--- src/rtl/seq_ctrl_pkg.sv ---
// Shared types and constants for the programmable sequence detector.
// State encoding, completion status codes and default parameter values.
package seq_ctrl_pkg;

    localparam int DEF_MAX_LEN = 8;
    localparam int DEF_CNT_W   = 8;
    localparam int DEF_TO_W    = 16;

    typedef enum logic [1:0] {
        S_IDLE  = 2'b00,
        S_ARMED = 2'b01,
        S_DONE  = 2'b10
    } state_e;

    localparam logic [1:0] ST_TARGET  = 2'b00;
    localparam logic [1:0] ST_ABORT   = 2'b01;
    localparam logic [1:0] ST_TIMEOUT = 2'b10;

endpackage

--- src/rtl/seq_shift_matcher.sv ---
// Serial history shifter with fill tracking and a length-masked
// pattern compare against the bit about to be shifted in.
module seq_shift_matcher
    import seq_ctrl_pkg::*;
#(
    parameter int MAX_LEN = DEF_MAX_LEN,
    parameter int LEN_W   = $clog2(DEF_MAX_LEN + 1)
) (
    input  logic               clk,
    input  logic               rst,
    input  logic               clear,
    input  logic               shift_en,
    input  logic               overlap,
    input  logic               data_in,
    input  logic [MAX_LEN-1:0] pattern,
    input  logic [LEN_W-1:0]   len,
    output logic               match,
    output logic [LEN_W-1:0]   fill
);

    logic [MAX_LEN-1:0] hist_q;
    logic [MAX_LEN-1:0] hist_d;
    logic [MAX_LEN-1:0] hist_nxt;
    logic [MAX_LEN-1:0] len_mask;
    logic [LEN_W-1:0]   fill_q;
    logic [LEN_W-1:0]   fill_d;
    logic [LEN_W:0]     fill_inc;

    always_comb begin
        hist_nxt = {hist_q[MAX_LEN-2:0], data_in};
        fill_inc = {1'b0, fill_q} + (LEN_W + 1)'(1);
        for (int i = 0; i < MAX_LEN; i++) begin
            len_mask[i] = (i < int'(len));
        end
        // compare includes the incoming bit, so a match is seen in its own cycle
        match = shift_en
              && (fill_inc >= {1'b0, len})
              && (((hist_nxt ^ pattern) & len_mask) == '0);
    end

    always_comb begin
        hist_d = hist_q;
        fill_d = fill_q;
        if (clear) begin
            hist_d = '0;
            fill_d = '0;
        end else if (shift_en) begin
            hist_d = hist_nxt;
            if (match && !overlap) begin
                fill_d = '0;
            end else if (fill_inc >= (LEN_W + 1)'(MAX_LEN)) begin
                fill_d = LEN_W'(MAX_LEN);
            end else begin
                fill_d = fill_inc[LEN_W-1:0];
            end
        end
    end

    always_ff @(posedge clk or posedge rst) begin
        if (rst) begin
            hist_q <= '0;
            fill_q <= '0;
        end else begin
            hist_q <= hist_d;
            fill_q <= fill_d;
        end
    end

    assign fill = fill_q;

endmodule

--- src/rtl/seq_detect_ctrl.sv ---
// Arm/configure/sequence controller around seq_shift_matcher.
// Optional idle timeout: define SEQ_DETECT_CTRL_TIMEOUT_EN.
module seq_detect_ctrl
    import seq_ctrl_pkg::*;
#(
    parameter int MAX_LEN = DEF_MAX_LEN,
    parameter int CNT_W   = DEF_CNT_W,
    parameter int TO_W    = DEF_TO_W
) (
    input  logic                           clk,
    input  logic                           rst,
    input  logic                           cfg_we,
    input  logic [MAX_LEN-1:0]             cfg_pattern,
    input  logic [$clog2(MAX_LEN+1)-1:0]   cfg_len,
    input  logic [CNT_W-1:0]               cfg_target,
    input  logic                           cfg_overlap,
    input  logic [TO_W-1:0]                timeout_limit,
    input  logic                           start,
    input  logic                           abort,
    input  logic                           data_valid,
    input  logic                           data_in,
    output logic                           busy,
    output logic                           match_pulse,
    output logic [CNT_W-1:0]               match_count,
    output logic                           done_valid,
    input  logic                           done_ready,
    output logic [1:0]                     done_status
);

    localparam int LEN_W = $clog2(MAX_LEN + 1);

    state_e             state_q;
    state_e             state_d;
    logic [MAX_LEN-1:0] pat_q;
    logic [MAX_LEN-1:0] pat_d;
    logic [LEN_W-1:0]   len_q;
    logic [LEN_W-1:0]   len_d;
    logic [CNT_W-1:0]   tgt_q;
    logic [CNT_W-1:0]   tgt_d;
    logic               ovl_q;
    logic               ovl_d;
    logic [CNT_W-1:0]   cnt_q;
    logic [CNT_W-1:0]   cnt_d;
    logic [CNT_W-1:0]   cnt_inc;
    logic               pulse_q;
    logic               pulse_d;
    logic [1:0]         status_q;
    logic [1:0]         status_d;

    logic               cfg_ok;
    logic               clear;
    logic               shift_en;
    logic               hit;
    logic [LEN_W-1:0]   fill_unused;

`ifdef SEQ_DETECT_CTRL_TIMEOUT_EN
    logic [TO_W-1:0]    to_cnt_q;
    logic [TO_W-1:0]    to_cnt_d;
    logic [TO_W-1:0]    to_inc;
`else
    logic               unused_timeout;
    assign unused_timeout = ^timeout_limit;
`endif

    seq_shift_matcher #(
        .MAX_LEN (MAX_LEN),
        .LEN_W   (LEN_W)
    ) u_matcher (
        .clk      (clk),
        .rst      (rst),
        .clear    (clear),
        .shift_en (shift_en),
        .overlap  (ovl_q),
        .data_in  (data_in),
        .pattern  (pat_q),
        .len      (len_q),
        .match    (hit),
        .fill     (fill_unused)
    );

    assign cfg_ok = (len_q != '0)
                 && (len_q <= LEN_W'(MAX_LEN))
                 && (tgt_q != '0);
    assign cnt_inc  = cnt_q + CNT_W'(1);
    assign shift_en = (state_q == S_ARMED) && data_valid;

    always_comb begin
        state_d  = state_q;
        pat_d    = pat_q;
        len_d    = len_q;
        tgt_d    = tgt_q;
        ovl_d    = ovl_q;
        cnt_d    = cnt_q;
        pulse_d  = 1'b0;
        status_d = status_q;
        clear    = 1'b0;
`ifdef SEQ_DETECT_CTRL_TIMEOUT_EN
        to_cnt_d = to_cnt_q;
        to_inc   = to_cnt_q + TO_W'(1);
`endif
        unique case (state_q)
            S_IDLE: begin
                if (cfg_we) begin
                    pat_d = cfg_pattern;
                    len_d = cfg_len;
                    tgt_d = cfg_target;
                    ovl_d = cfg_overlap;
                end
                // legality is judged on the stored config, not this cycle's write
                if (start && cfg_ok) begin
                    state_d = S_ARMED;
                    cnt_d   = '0;
                    clear   = 1'b1;
`ifdef SEQ_DETECT_CTRL_TIMEOUT_EN
                    to_cnt_d = '0;
`endif
                end
            end
            S_ARMED: begin
                if (abort) begin
                    state_d  = S_DONE;
                    status_d = ST_ABORT;
                end else if (hit) begin
                    pulse_d = 1'b1;
                    cnt_d   = cnt_inc;
`ifdef SEQ_DETECT_CTRL_TIMEOUT_EN
                    to_cnt_d = '0;
`endif
                    if (cnt_inc == tgt_q) begin
                        state_d  = S_DONE;
                        status_d = ST_TARGET;
                    end
                end else begin
`ifdef SEQ_DETECT_CTRL_TIMEOUT_EN
                    to_cnt_d = to_inc;
                    if ((timeout_limit != '0) && (to_inc == timeout_limit)) begin
                        state_d  = S_DONE;
                        status_d = ST_TIMEOUT;
                    end
`endif
                end
            end
            S_DONE: begin
                if (done_ready) begin
                    state_d = S_IDLE;
                end
            end
            default: begin
                state_d = S_IDLE;
            end
        endcase
    end

    always_ff @(posedge clk or posedge rst) begin
        if (rst) begin
            state_q  <= S_IDLE;
            pat_q    <= '0;
            len_q    <= '0;
            tgt_q    <= '0;
            ovl_q    <= 1'b0;
            cnt_q    <= '0;
            pulse_q  <= 1'b0;
            status_q <= ST_TARGET;
        end else begin
            state_q  <= state_d;
            pat_q    <= pat_d;
            len_q    <= len_d;
            tgt_q    <= tgt_d;
            ovl_q    <= ovl_d;
            cnt_q    <= cnt_d;
            pulse_q  <= pulse_d;
            status_q <= status_d;
        end
    end

`ifdef SEQ_DETECT_CTRL_TIMEOUT_EN
    always_ff @(posedge clk or posedge rst) begin
        if (rst) begin
            to_cnt_q <= '0;
        end else begin
            to_cnt_q <= to_cnt_d;
        end
    end
`endif

    assign busy        = (state_q == S_ARMED) || (state_q == S_DONE);
    assign done_valid  = (state_q == S_DONE);
    assign done_status = status_q;
    assign match_pulse = pulse_q;
    assign match_count = cnt_q;

endmodule

--- config.mk ---
export PLATFORM = sky130hd
export DESIGN_NAME = seq_detect_ctrl
export DESIGN_NICKNAME = d
export VERILOG_FILES = /design/src/rtl/seq_ctrl_pkg.sv /design/src/rtl/seq_shift_matcher.sv /design/src/rtl/seq_detect_ctrl.sv
export SDC_FILE = /design/constraint.sdc
export NUM_CORES = 1
export LEC_CHECK = 0
export ABC_AREA = 1
export CAP_MARGIN = 20
export CORE_ASPECT_RATIO = 1.2
export CORE_MARGIN = 2
export CORE_UTILIZATION = 41
export DETAILED_ROUTE_END_ITERATION = 6
export PLACE_DENSITY = 0.7
export SYNTH_ARGS = -nofsm -noshare
export SYNTH_HDL_FRONTEND = slang
export SYNTH_SLANG_ARGS = --single-unit
--- constraint.sdc ---
create_clock -name clk -period 2 [get_ports clk]
set_input_delay 0.2 -clock clk [delete_from_list [all_inputs] [get_ports clk]]
set_output_delay 0.2 -clock clk [all_outputs]
set_load 0.05 [all_outputs]
==> results of run 1 <==
==> repair_timing <==
action / 4_1_cts / 5_1_grt
pin swaps: 0 / 6
gates resized for setup: 5 / 27
endpoints found under the setup margin: 14 / 16
setup buffers: 1 / 3
cloned: 0 / 1
==> power by group <==
part / switching [uW] / internal [uW]
Sequential: 336 / 1240
Clock: 310 / 370
Combinational: 1410 / 1080
Total: 2060 / 2700
==> cells in the final DEF, fill, tap and decap left out, drive strengths merged, types with 3 or more instances in the layout <==
master / Yosys / layout
ha: 10 / 10
nor2: 31 / 31
clkdlybuf4s50: 0 / 38
clkbuf: 2 / 6
dfrtp: 44 / 44
xor2: 8 / 8
o21ai: 11 / 11
mux2: 12 / 12
nand3: 25 / 25
inv: 40 / 40
or2: 3 / 3
buf: 4 / 18
a21oi: 10 / 10
a22oi: 8 / 8
clkinv: 2 / 3
nand2: 93 / 93
==> routing by layer <==
layer	vias up	GRT usage, %	part of all wire (%)
met4	0	5.99	1.9
met3	14	3.81	3.1
met2	45	30.6	56
met1	1058	17.7	39
met5	-	0	0
li1	1108	-	-
==> cell families after synthesis <==
| group | count (synthesis) | synth area share (%) |
|---|---|---|
| AO/OA/AOI/OAI | 31 | 7.78 |
| XOR/XNOR | 9 | 3.12 |
| adder cells (fa/ha/maj) | 10 | 4.95 |
| buffers and inverters | 48 | 7.92 |
| flip-flops | 44 | 43.6 |
| multiplexers | 12 | 5.35 |
| other | 1 | 0.148 |
| AND/OR/NAND/NOR | 158 | 27.1 |
==> flip-flops by register name, summed over array words and instances, names as in the netlist <==
register          cells
u_matcher.fill        4
pat_q                 8
done_status           1
len_q                 4
match_count           8
u_matcher.hist_q      7
state_q               2
tgt_q                 8
ovl_q                 1
match_pulse           1
==> layout make-up <==
cell class                 instances  area (um^2)
fill                             541         2620
tap                               82          103
multi-input combinational        221         1350
timing repair buffer              57          566
inverter                          42          158
clock buffer                       5         68.8
clock inverter                     3         42.5
sequential                        44         1100
==> worst max-delay path by stage <==
stage / to / slack [ps] / cells after the start / startpoint
3_3_place_gp: state_q[0] / -70 / 16 / u_matcher.fill[1]
3_5_place_dp: state_q[0] / -130 / 16 / u_matcher.fill[1]
2_1_floorplan: match_count[2] / -10 / 15 / u_matcher.fill[0]
4_1_cts: state_q[1] / -140 / 16 / u_matcher.fill[1]
6_report: match_count[3] / -160 / 15 / u_matcher.fill[1]
5_1_grt: state_q[1] / -400 / 16 / u_matcher.fill[1]
==> critical path: stages, from the launching register on <==
cell                      delay (ps)
sky130_fd_sc_hd__dfrtp_2         450
sky130_fd_sc_hd__ha_4            180
sky130_fd_sc_hd__xor2_2          150
sky130_fd_sc_hd__ha_1            290
sky130_fd_sc_hd__nand2_1          60
sky130_fd_sc_hd__nor2_1           90
sky130_fd_sc_hd__nand2_1          60
sky130_fd_sc_hd__nand2_1          70
sky130_fd_sc_hd__nor2_1           40
sky130_fd_sc_hd__nor2_1          100
sky130_fd_sc_hd__nand2_2          90
sky130_fd_sc_hd__nand2_2         100
sky130_fd_sc_hd__nand3_4         100
sky130_fd_sc_hd__buf_12          170
sky130_fd_sc_hd__nand2_4          50
sky130_fd_sc_hd__o21ai_2          50
==> metrics by stage <==
step / std cells / cell area [um^2] / TNS [ps]
CTS: 450 / 3230 / -1450
global route: 454 / 3390 / -4790
global placement: 441 / 3110 / -659
finish: 454 / 3390 / -2010
floorplan: 313 / 2540 / -26.5
detailed placement: 441 / 3110 / -1250
==> parameters.txt, run 1 <==
Parameter                              Value

Timing
  Worst clock skew on the final layout    9.63 ps
  Period utilisation layout    108%
  Setup WS post-layout    -159 ps
  Max Transition Viols Final    0
  Unrepaired setup endpoints after global routing    yes
  Number of endpoints with negative hold slack in the final report    0
  Count of final setup violators    15
  Max Fclk    0.463 GHz
  Worst hold-check slack    327 ps
  Slew at the pin closest to its max-slew limit    554 ps
  Final period demand of the worst path    2160 ps
  Max-slew headroom at the worst pin    63.1%

Synthesis
  Post-Syn Nets    368
  Synth cell count leaders    sky130_fd_sc_hd__nand2_1 (86), sky130_fd_sc_hd__dfrtp_1 (44), sky130_fd_sc_hd__inv_1 (39)
  Share of Yosys cell area claimed by the top area cell type    43.6%
  Most frequently used cell type in the post-synthesis netlist    sky130_fd_sc_hd__nand2_1
  Main synth FF type    sky130_fd_sc_hd__dfrtp_1
  Share of async-settable or async-resettable flops after synthesis    100%
  Synthesis warning total    0
  Post-synth EDFFs    0
  Synth area leader    sky130_fd_sc_hd__dfrtp_1
  Cell area after synthesis    0.00253 mm^2
  #FFs+latches synth    44
  Syn_area_per_cell    8.07 um^2
  Instance count of the mapped netlist    313
  Sequential fraction of the synthesis area    43.6%
  Post-synthesis cell type count    32
  Largest cells by area after synthesis    sky130_fd_sc_hd__dfrtp_1 (44%), sky130_fd_sc_hd__nand2_1 (13%), sky130_fd_sc_hd__inv_1 (5.8%)

Routing
  Number of vias per cell after detailed routing    4.90
  Routed Antenna Nets    0
  Total iterations of the first detailed-routing run    5
  Total via count after detailed routing    2225
  DR DRC count    0
  WL final    5.50 mm
  Violation count after the first detailed-routing iteration    72
  Wire per inst    12.1 um

Die
  Die width    75.7 um
  Vert. Die Dim    90.0 um
  Initial cell density of the core    42.0%
  Number of placed I/O pins    58
  Core area    0.00601 mm^2
  Die footprint    0.00681 mm^2
  Row count    31

CTS
  Clk sinks    44
  CTS tree    yes
  Buffer levels on the longest clock path    2
  TritonCTS Buffers    5
  Root buffer selected by CTS    sky130_fd_sc_hd__clkbuf_8
  Clock slew at reported path FFs    90 ps
  Cts hold-fix bufs    0
  Number of levels in the clock H-tree    2
  Clock latency of the later-clocked register in the worst-skew pair    300 ps

Layout
  # nets final    426
  Fraction of final layout cells with drive strength greater than 1    21.2%
  Diode count    0
  Growth of design area from synthesis to finish    34.1%
  Fraction of the core area covered by cells at the end of the flow    56.4%

GRT
  Grt ovf    0
  Pin count of the biggest net entering global routing    45
  Global-route wire length before repair    8.82 mm
  Global-route total usage across every layer    16.7%
  Via count of the first global-routing pass    2115
  Number of antenna violations at the first check in global routing    0

Placed design
  Post-DP HPWL    4.09 mm
  IO Port Bufs    40
  Final GP Congestion    0.825
  Placement Setup Slack    -125 ps

Critical path
  Startpoint kind of the worst setup timing path    register
  Sort of element at the end of the critical path    register
  Data arrival, critical path    2360 ps
  Type of the worst setup path    register to register
  Max Fanout on Critical Path    7
  Required time of the critical path    2200 ps
  Number of cells on the worst reg-to-reg path    15
  Startpoint of the most critical register-to-register path    u_matcher.fill[1]
  Endpoint of the worst register-to-register path    match_count[3]
  Worst-case register-to-register setup slack    -160 ps

Run
  Count of max-cap constraint violations    0

Pwr
  Leakage power    0.00167 uW
  PnR Total Power    4750 uW
  PwrDens    1400 mW/mm^2
  Maximum vdd drop    0.000643 V

Run status
  Violations in the final reports    setup timing
  Outcome    finished, violations left

Hold path
  Worst min-delay path class    input pin to async pin
No activity file was read; power rests on OpenSTA's default activity.
==> run 2, diff against run 1 <==
--- a/config.mk
+++ b/config.mk
@@ -7,11 +7,10 @@
 export LEC_CHECK = 0
 export ABC_AREA = 1
 export CAP_MARGIN = 20
-export CORE_ASPECT_RATIO = 1.2
 export CORE_MARGIN = 2
 export CORE_UTILIZATION = 41
 export DETAILED_ROUTE_END_ITERATION = 6
-export PLACE_DENSITY = 0.7
+export PLACE_DENSITY = 0.67
 export SYNTH_ARGS = -nofsm -noshare
 export SYNTH_HDL_FRONTEND = slang
 export SYNTH_SLANG_ARGS = --single-unit
==> constraint.sdc (replaced) <==
create_clock -name clk -period 2.8 [get_ports clk]
set_input_delay 0.28 -clock clk [delete_from_list [all_inputs] [get_ports clk]]
set_output_delay 0.28 -clock clk [all_outputs]
set_load 0.05 [all_outputs]
==> parameters.txt, run 2 (synthesis gave the netlist of run 1 again) <==
Parameter                              Value

Run status
  Outcome    finished clean

Timing
  Count of final setup violators    0
  Number of endpoints with negative hold slack in the final report    0
  Max Fclk    0.416 GHz
  Total negative slack    0 ps
  Slew at the pin closest to its max-slew limit    854 ps
  Unrepaired setup endpoints after global routing    no
  Final period demand of the worst path    2400 ps
  Max Transition Viols Final    0
  Max-slew headroom at the worst pin    42.9%
  Period utilisation layout    85.8%
  Worst clock skew on the final layout    4.41 ps

Die
  Vert. Die Dim    82.5 um
  Die footprint    0.00681 mm^2
  Core area    0.00592 mm^2
  Number of placed I/O pins    58
  Die width    82.5 um
  Initial cell density of the core    42.7%
  Row count    28

Layout
  Number of non-filler instances in the completed layout    434
  # nets final    413
  Fraction of final layout cells with drive strength greater than 1    11.7%
  Growth of design area from synthesis to finish    23.3%
  Diode count    0
  Commonest non-fill, non-tap cells in the layout    sky130_fd_sc_hd__nand2_1 (86), sky130_fd_sc_hd__dfrtp_1 (44), sky130_fd_sc_hd__clkdlybuf4s50_1 (40)
  Most frequent standard cell in the layout excluding fill and tap cells    sky130_fd_sc_hd__nand2_1

CTS
  Clk sinks    44
  Clock latency of the later-clocked register in the worst-skew pair    290 ps
  CTS tree    yes
  Cts hold-fix bufs    0
  Buffer levels on the longest clock path    2
  Root buffer selected by CTS    sky130_fd_sc_hd__clkbuf_8
  Number of buffers inserted to repair setup after CTS    0
  Clock slew at reported path FFs    80 ps
  Post-CTS sizing    0
  Number of levels in the clock H-tree    2
  TritonCTS Buffers    5

Routing
  WL final    5.18 mm
  Total iterations of the first detailed-routing run    4
  Wire per inst    11.9 um
  Violation count after the first detailed-routing iteration    108
  Number of vias per cell after detailed routing    4.88
  DR DRC count    0
  Routed Antenna Nets    0
  Total via count after detailed routing    2117

Critical path
  Number of cells on the worst reg-to-reg path    14
  Worst-case register-to-register setup slack    400 ps
  Endpoint of the worst register-to-register path    match_count[2]
  Data arrival, critical path    2580 ps
  Startpoint kind of the worst setup timing path    register
  Max Fanout on Critical Path    13
  Type of the worst setup path    register to register
  Startpoint of the most critical register-to-register path    u_matcher.fill[0]
  Sort of element at the end of the critical path    register
  Required time of the critical path    2980 ps

Placed design
  Post-DP HPWL    4.10 mm
  Final GP Congestion    0.886
  Number of placed instances, taps included    426
  IO Port Bufs    40

Run
  Count of max-cap constraint violations    0

Pwr
  Leakage power    0.00156 uW
  Maximum vdd drop    0.000416 V
  PwrDens    983 mW/mm^2

GRT
  Pin count of the biggest net entering global routing    23
  Global-route wire length before repair    8.75 mm
  Grt ovf    0
  Global-route total usage across every layer    16.7%
  Number of antenna violations at the first check in global routing    0
  Via count of the first global-routing pass    2085

Hold path
  Worst min-delay path class    input pin to async pin
## run 2: per-stage QoR
step	total power, uW	utilization, %	setup slack, ps	hold slack, ps	area [um^2]
2_1_floorplan	2240	-	716	346	2530
6_report	3060	52.6	397	218	3120
4_1_cts	3090	52.6	383	219	3120
5_1_grt	3330	52.6	150	237	3120
3_3_place_gp	2560	50.8	459	465	3010
3_5_place_dp	2600	50.8	414	472	3010
## run 2: where the power goes
part | switching (uW) | internal (uW)
logic | 871 | 587
registers | 233 | 887
clock network | 220 | 265
total | 1320 | 1740
## run 2: final cells by class
type | count | area (um^2)
Sequential cell | 44 | 1100
Clock buffer | 6 | 72.6
Tap cell | 75 | 93.8
Inverter | 42 | 158
Timing Repair Buffer | 44 | 430
Fill cell | 554 | 2810
Multi-Input combinational cell | 221 | 1220
Clock inverter | 2 | 35.0
## run 2: how the worst max path moves through the flow
stage,startpoint,to,cells after the start
finish,u_matcher.fill[0],match_count[2],14
global route,u_matcher.fill[0],match_count[3],14
CTS,u_matcher.fill[0],match_count[4],14
floorplan,u_matcher.fill[0],match_count[2],15
global placement,u_matcher.fill[0],match_count[5],14
detailed placement,u_matcher.fill[0],match_count[4],14
## run 2: routing by layer
metal  vias up  share of wire (%)  global-route usage, %
li1       1079                  -                      -
met1       986                 45                   20.2
met2        44                 50                   29.8
met3         8                3.8                   3.15
met4         0                1.6                   5.57
met5         -                  0                      0
## run 2: worst max-delay path, stage by stage (launching register included)
cell,delay [ps]
sky130_fd_sc_hd__dfrtp_1,450
sky130_fd_sc_hd__ha_1,260
sky130_fd_sc_hd__xor2_1,170
sky130_fd_sc_hd__ha_1,300
sky130_fd_sc_hd__nand2_1,60
sky130_fd_sc_hd__nor2_1,80
sky130_fd_sc_hd__nand2_1,50
sky130_fd_sc_hd__nand2_1,60
sky130_fd_sc_hd__nor2_1,50
sky130_fd_sc_hd__nor2_1,120
sky130_fd_sc_hd__nand2_2,120
sky130_fd_sc_hd__nand2_1,100
sky130_fd_sc_hd__nand3_2,260
sky130_fd_sc_hd__nand2_1,160
sky130_fd_sc_hd__o21ai_2,60
